<file path="config.mk">
export PLATFORM = sky130hd
export DESIGN_NAME = pc_bus_master
export DESIGN_NICKNAME = d
export VERILOG_FILES = /design/src/rtl/pc_bus_master.sv
export SDC_FILE = /design/constraint.sdc
export NUM_CORES = 1
export LEC_CHECK = 0
export CAP_MARGIN = 15
export CELL_PAD_IN_SITES_DETAIL_PLACEMENT = 0
export CELL_PAD_IN_SITES_GLOBAL_PLACEMENT = 1
export CORE_MARGIN = 2
export CORE_UTILIZATION = 45
export CTS_CLUSTER_DIAMETER = 50
export DETAILED_ROUTE_END_ITERATION = 8
export DONT_BUFFER_PORTS = 1
export PLACE_DENSITY_LB_ADDON = 0.1
export RECOVER_POWER = 50
export SLEW_MARGIN = 20
export SYNTH_ARGS = -nofsm -noshare
export SYNTH_HDL_FRONTEND = slang
export SYNTH_SLANG_ARGS = --single-unit
</file>
<file path="constraint.sdc">
create_clock -name clk -period 5.4 [get_ports clk]
set_input_delay 0.54 -clock clk [delete_from_list [all_inputs] [get_ports clk]]
set_output_delay 0.54 -clock clk [all_outputs]
set_load 0.01 [all_outputs]
</file>
<file path="src/rtl/pc_bus_master.sv">
// Host-side controller for the 8-bit program-counter peripheral: sequences LOAD/READ
// on the peripheral control lines and the shared bus so that both ends never drive at once.
module pc_bus_master #(
  parameter int SYNC_STAGES = 1,
  parameter int TURN_CYC    = 1
) (
  input  logic       clk,
  input  logic       rst_n,
  input  logic       cmd_valid,
  output logic       cmd_ready,
  input  logic [1:0] cmd_op,
  input  logic [7:0] cmd_data,
  input  logic       run_en,
  output logic       rsp_valid,
  output logic [7:0] rsp_data,
  output logic       busy,
  output logic       peer_en,
  output logic       peer_load,
  output logic       peer_oe,
  input  logic [7:0] bus_in,
  output logic [7:0] bus_out,
  output logic [7:0] bus_oe,
  output logic [2:0] dbg_state
);

  // Handshake: a command transfers on a rising edge where cmd_valid & cmd_ready; cmd_ready is
  // high only in IDLE, requests made while busy are not queued, and rsp_valid is a one-cycle
  // strobe with no back-pressure.
  typedef enum logic [2:0] {
    IDLE    = 3'd0,
    L_PULSE = 3'd1,
    L_WAIT  = 3'd2,
    L_DRIVE = 3'd3,
    R_EN    = 3'd4,
    R_HOLD  = 3'd5,
    TURN    = 3'd6
  } state_t;

  localparam logic [1:0] OP_LOAD = 2'b01;
  localparam logic [1:0] OP_READ = 2'b10;
  localparam logic [7:0] S_W     = 8'(SYNC_STAGES);
  localparam logic [7:0] S1_W    = 8'(SYNC_STAGES + 1);
  localparam logic [7:0] T_W     = 8'(TURN_CYC);

  state_t     state, state_n;
  logic [7:0] cnt, cnt_n;
  logic [7:0] data_q, data_n;
  logic       ready_n, rsp_valid_n, load_n, oe_n, op_done;
  logic [7:0] rsp_data_n, bout_n, boe_n;

  assign busy      = ~cmd_ready;
  assign dbg_state = state;

  always_comb begin
    state_n     = state;
    cnt_n       = cnt;
    data_n      = data_q;
    ready_n     = cmd_ready;
    rsp_valid_n = 1'b0;
    rsp_data_n  = rsp_data;
    load_n      = peer_load;
    oe_n        = peer_oe;
    bout_n      = bus_out;
    boe_n       = bus_oe;
    op_done     = 1'b0;

    case (state)
      IDLE: begin
        if (cmd_valid && cmd_op == OP_LOAD) begin
          data_n  = cmd_data;
          load_n  = 1'b1;
          ready_n = 1'b0;
          cnt_n   = 8'd0;
          state_n = L_PULSE;
        end else if (cmd_valid && cmd_op == OP_READ) begin
          oe_n    = 1'b1;
          ready_n = 1'b0;
          cnt_n   = 8'd1;
          state_n = R_EN;
        end
      end
      L_PULSE: begin
        load_n = 1'b0;
        cnt_n  = 8'd1;
        if (SYNC_STAGES == 0) begin
          bout_n  = data_q;
          boe_n   = 8'hFF;
          state_n = L_DRIVE;
        end else begin
          state_n = L_WAIT;
        end
      end
      L_WAIT: begin
        if (cnt == S_W) begin
          bout_n  = data_q;
          boe_n   = 8'hFF;
          cnt_n   = 8'd1;
          state_n = L_DRIVE;
        end else begin
          cnt_n = cnt + 8'd1;
        end
      end
      // Held for two edges: the peripheral's release state and its capture edge.
      L_DRIVE: begin
        if (cnt == 8'd2) begin
          bout_n  = 8'h00;
          boe_n   = 8'h00;
          op_done = 1'b1;
        end else begin
          cnt_n = cnt + 8'd1;
        end
      end
      R_EN: begin
        if (cnt == S1_W) begin
          rsp_data_n  = bus_in;
          rsp_valid_n = 1'b1;
          oe_n        = 1'b0;
          cnt_n       = 8'd1;
          if (SYNC_STAGES == 0) op_done = 1'b1;
          else                  state_n = R_HOLD;
        end else begin
          cnt_n = cnt + 8'd1;
        end
      end
      // The peripheral still drives until its synchronizer sees peer_oe drop.
      R_HOLD: begin
        if (cnt == S_W) op_done = 1'b1;
        else            cnt_n   = cnt + 8'd1;
      end
      TURN: begin
        if (cnt == T_W) begin
          ready_n = 1'b1;
          state_n = IDLE;
        end else begin
          cnt_n = cnt + 8'd1;
        end
      end
      default: state_n = IDLE;
    endcase

    if (op_done) begin
      if (TURN_CYC == 0) begin
        ready_n = 1'b1;
        state_n = IDLE;
      end else begin
        cnt_n   = 8'd1;
        state_n = TURN;
      end
    end
  end

  always_ff @(posedge clk or negedge rst_n) begin
    if (!rst_n) begin
      state     <= IDLE;
      cnt       <= 8'd0;
      data_q    <= 8'h00;
      cmd_ready <= 1'b1;
      rsp_valid <= 1'b0;
      rsp_data  <= 8'h00;
      peer_en   <= 1'b0;
      peer_load <= 1'b0;
      peer_oe   <= 1'b0;
      bus_out   <= 8'h00;
      bus_oe    <= 8'h00;
    end else begin
      state     <= state_n;
      cnt       <= cnt_n;
      data_q    <= data_n;
      cmd_ready <= ready_n;
      rsp_valid <= rsp_valid_n;
      rsp_data  <= rsp_data_n;
      peer_en   <= run_en;
      peer_load <= load_n;
      peer_oe   <= oe_n;
      bus_out   <= bout_n;
      bus_oe    <= boe_n;
    end
  end

endmodule

</file>
# Word-level counts from Yosys, hierarchy flattened

Index checks and enable logic that the tools add are counted.

Register bits after elaboration: 48
Bits in latches: 0
Memory bits (writable): 0
Memory bits (read-only): 0
Input bits: 22
Memories: 0

Add/sub/neg operators: 1
$mul: 0
Divide/modulo/power cells: 0
Order comparisons: 0
Equality and inequality tests: 25
Shifts and indexed selects: 0
Muxes and demuxes: 34
Bitwise operators: 1
Reduce and logical (&&, ||, !) cells: 18

Operators by type and width:

| cell                  | count |
|---|---|
| $mux W8               | 10 |
| $pmux W8 S6           | 1 |
| $pmux W8 S2           | 2 |
| $mux W3               | 6 |
| $ne A3 B3 Y1 const B  | 6 |
| $pmux W3 S6           | 1 |
| $ne A2 B2 Y1 const B  | 7 |
| $mux W1               | 10 |
| $eq A3 B3 Y1 const B  | 3 |
| $add A8 B1 Y8 const B | 1 |
| $eq A8 B1 Y1 const B  | 1 |
| $eq A8 B2 Y1 const B  | 1 |
| $pmux W1 S2           | 4 |
| $reduce_and A4 Y1     | 2 |
| $reduce_bool A2 Y1    | 4 |
| $reduce_bool A7 Y1    | 1 |
| $eq A3 B2 Y1 const B  | 2 |
| $reduce_and A2 Y1     | 3 |
| $reduce_and A3 Y1     | 2 |
| $reduce_and A5 Y1     | 1 |
| $ne A4 B4 Y1 const B  | 1 |
| $reduce_or A2 Y1      | 2 |
| $eq A3 B1 Y1 const B  | 1 |
| $logic_not A3 Y1      | 1 |
| other kinds (5)       | 6 |

# Depth between registers and ports, before layout

Depth after elaboration: 6
Mapped depth: 8
Mapped depth without buffers: 7

# Worst setup path before layout

No wires, ideal clock.

Kind: register -> register
Start point: register cnt[1]
End point: register cnt[6]
Library setup time: 0.124 ns
Arrival time: 1.803 ns
Required time: 5.276 ns
Slack: 3.473 ns
Stages on the path, launching flop included: 9
Buffers on the path: 1
Period minus slack after synthesis: 1.927 ns
Path through: dfrtp_1 -> inv_1 -> ha_1 -> clkbuf_2 -> nor4b_1 -> a21boi_1 -> o21ai_1 -> nor4_1 -> a211o_1

Cells in the longest elaborated chain, start to end: 5
Elaborated cells on any way between the ends: 17
Classes of those cells: add/sub (1); eq/ne (5); mux (9); reduce/logical (2)

RTL lines:

| item                                                  | line | text |
|---|---|---|
| start: declaration                                    | 46   | `logic [7:0] cnt, cnt_n;` |
| start signal: assignment                              | 167  | `cnt <= cnt_n;` |
| branches (longest 5 deep; another with $add A8 B1 Y8) | --   |  |

Parallel ways; which one is timed is not known. The select of a mux whose other input is x is not followed.
A chain may end at the register's enable or synchronous reset.

# Worst setup path after layout

Same ends and word-level chain as after synthesis.

==> flow_metrics.env <==
export IMPL_wl_met2_mm=2.46
export IMPL_worstSetupStartpointType="flip-flop"
export IMPL_period_share=0.440
export IMPL_grt_use_total=0.192
export IMPL_num_antenna_cells=0
export IMPL_drv_slew=41
export IMPL_yosys_top_cells_area="dfrtp_1 46%, nand2_1 8.5%, mux2_2 4.2%"
export IMPL_clock_sinks=41
export IMPL_grt_max_degree=41
export IMPL_yosysWarnings=0
export IMPL_synth_seq_cells=41
export IMPL_drive_gt1_frac=0.115
export IMPL_skew_ns=0.00622
export IMPL_drt_met1_wl_mm=2.02
export IMPL_final_nets=242
export IMPL_rows=25
export IMPL_synthesis_nets=248
export IMPL_vias=1637
export IMPL_reg2reg_to="cnt[6]"
export IMPL_synth_top_area_cell="dfrtp_1"
export IMPL_ys_types=55
export IMPL_slew_headroom=-0.384
export IMPL_drt_pre_antenna_iters=4
export IMPL_crit_type="reg2reg"
export IMPL_synth_edff_count=0
export IMPL_cp_slowest_cell="dfrtp_1"
export IMPL_grt_pass1_wl_mm=7.93
export IMPL_post_synth_top_area_fraction=0.465
export IMPL_required_ns=5.59
export IMPL_synth_area_um2=2150
export IMPL_initial_core_util=0.462
export IMPL_cts_made_buffers=5
export IMPL_holdCritPathClass="in2async"
export IMPL_port_buffers=0
export IMPL_antenna_found_initial=0
export IMPL_drcViolationCount=0
export IMPL_cp_end_kind="flip-flop"
export IMPL_p_leak_nw=1.11
export IMPL_synth_most_common_cell="nand2_1"
export IMPL_crit_arrival_ns=2.56
export IMPL_p_per_area_nw_per_um2=589
export IMPL_rsz0062_at_grt="false"
export IMPL_slowest_delay_ns=0.43
export IMPL_drtAntennaViolNets=0
export IMPL_failed_checks="max-capacitance violations, max-slew violations"
export IMPL_gr_total_overflow=0
export IMPL_r2r_start="cnt[1]"
export IMPL_cts_resized=0
export IMPL_ys_flop_type="dfrtp_1"
export IMPL_place_congestion=0.899
export IMPL_die_area_um2=5360
export IMPL_hold_viol_final=0
export IMPL_die_w_um=73.2
export IMPL_top_layer="met4"
export IMPL_cp_max_fo=9
export IMPL_fp_dieH_um=73.2
export IMPL_synth_cells=223
export IMPL_cts_buffer_depth=2
export IMPL_core_area_um2=4660
export IMPL_max_freq_mhz=421
export IMPL_setup_tns_ns=0
export IMPL_tightest_slew_ns=2.08
export IMPL_wl_mm=4.84
export IMPL_syn_to_final_growth_pct=5.46
export IMPL_cts_max_level=2
export IMPL_first_global_vias=1654
export IMPL_ys_top_cells_by_count="49 x nand2_1, 40 x dfrtp_1, 10 x nand3_1"
export IMPL_insertion_delay_ns=0.29
export IMPL_yosysSeqAreaShare=0.477
export IMPL_reg2reg_depth=7
export IMPL_vdd_drop_max_v=0.000225
export IMPL_crit_chain="inv_1, ha_1, nor4b_1, a21boi_1, o21ai_1, nor4_1, a211o_1"
export IMPL_drtIter0Drc=96
export IMPL_met3_length_um=273
export IMPL_layout_min_cycle_time_ns=2.38
export IMPL_tritoncts="yes"
export IMPL_async_flop_share=1.00
export IMPL_maxCapViolations=1
export IMPL_hpwl_mm=3.54
export IMPL_status="complete, but fails checks"
export IMPL_avgSynthCellArea_um2=9.66
export IMPL_r2r_setup_slack_ns=3.02
export IMPL_final_core_util=0.488
export IMPL_routedWlPerCell_um=17.8
export IMPL_root_buffer="clkbuf_8"
export IMPL_boundaryPins=55
export IMPL_setup_viol=0
export IMPL_vias_per_cell=6.02
export IMPL_clkTransAtPathRegs_ns=0.08
metrics by stage:
step	cell area [um^2]	hold slack, ns	worst slack [ns]	power, mW	cells
3_5_place_dp	2130	0.245	3.05	1.04	263
6_report	2270	0.0744	3.02	1.34	272
2_1_floorplan	2150	0.244	3.47	0.977	223
5_1_grt	2270	0.0598	2.81	1.44	272
4_1_cts	2290	0.0663	3.04	1.34	272
3_3_place_gp	2130	0.245	3.13	1.02	263
placed cells by master, fill, tap and decap left out, types with 2 or more instances in the layout:
cell type	instances
a41oi_1	2
ha_1	3
and3b_1	4
nand3_1	10
nand3b_1	2
a21o_1	4
nand2_1	49
a31oi_1	3
clkbuf_8	5
o32ai_1	2
nor3_1	4
dfrtp_1	40
and3_1	5
o21ai_1	2
nor4_1	5
inv_1	8
nor2_1	9
bufinv_16	2
nand4_1	2
nor4b_1	4
o21ai_0	8
a21oi_1	6
mux2_2	8
state kept, by name, indices dropped and copies added, names as in the netlist:
signal     cells
bus_out        8
rsp_valid      1
rsp_data       8
cnt            8
cmd_ready      1
peer_en        1
bus_oe         1
dbg_state      3
peer_oe        1
data_q         8
peer_load      1
logic make-up after synthesis:
kind of cell             share of synthesized area
multiplexers                                0.0465
buffers and inverters                       0.0581
AO/OA/AOI/OAI                                0.137
XOR/XNOR                                   0.00407
flip-flops                                   0.477
adder cells (fa/ha/maj)                     0.0174
AND/OR/NAND/NOR                              0.260
worst max path at each step:
stage	startpoint	end	slack, ns	cells past startpoint
2_1_floorplan	cnt[1]	cnt[6]	3.47	8
3_3_place_gp	dbg_state[1]	cnt[0]	3.13	5
3_5_place_dp	cnt[3]	cnt[7]	3.05	5
4_1_cts	cnt[3]	cnt[7]	3.04	5
5_1_grt	cnt[1]	cnt[4]	2.81	7
6_report	cnt[1]	cnt[6]	3.02	7
power breakdown:
group | total, mW | switching (mW) | internal, mW
clock | 0.298 | 0.112 | 0.186
combinational | 0.464 | 0.280 | 0.184
sequential | 0.576 | 0.167 | 0.409
total | 1.34 | 0.559 | 0.779
timing repair:
action,4_1_cts,5_1_grt
buffers inserted,0,0
endpoints found under the hold margin,40,0
hold buffers,1,0
critical path: cells and delay by family, from the launching register on:
family                   cells  cell delay (ns)
AO/OA/AOI/OAI                3             0.86
adder cells (fa/ha/maj)      1             0.36
buffers and inverters        1             0.07
flip-flops                   1             0.43
AND/OR/NAND/NOR              2             0.53
cell type report:
class / count / area [um^2]
clock buffer: 5 / 68.8
clock inverter: 3 / 68.8
fill: 445 / 2390
inverter: 9 / 33.8
multi-input combinational: 159 / 1000
sequential: 41 / 1030
tap: 54 / 67.6
timing repair buffer: 1 / 3.75
metal layers:
metal,GRT usage,up-vias
li1,-,772
met1,0.232,820
met2,0.317,39
met3,0.0594,6
met4,0.0782,0
met5,0,-
No activity file was read; power rests on OpenSTA's default activity.
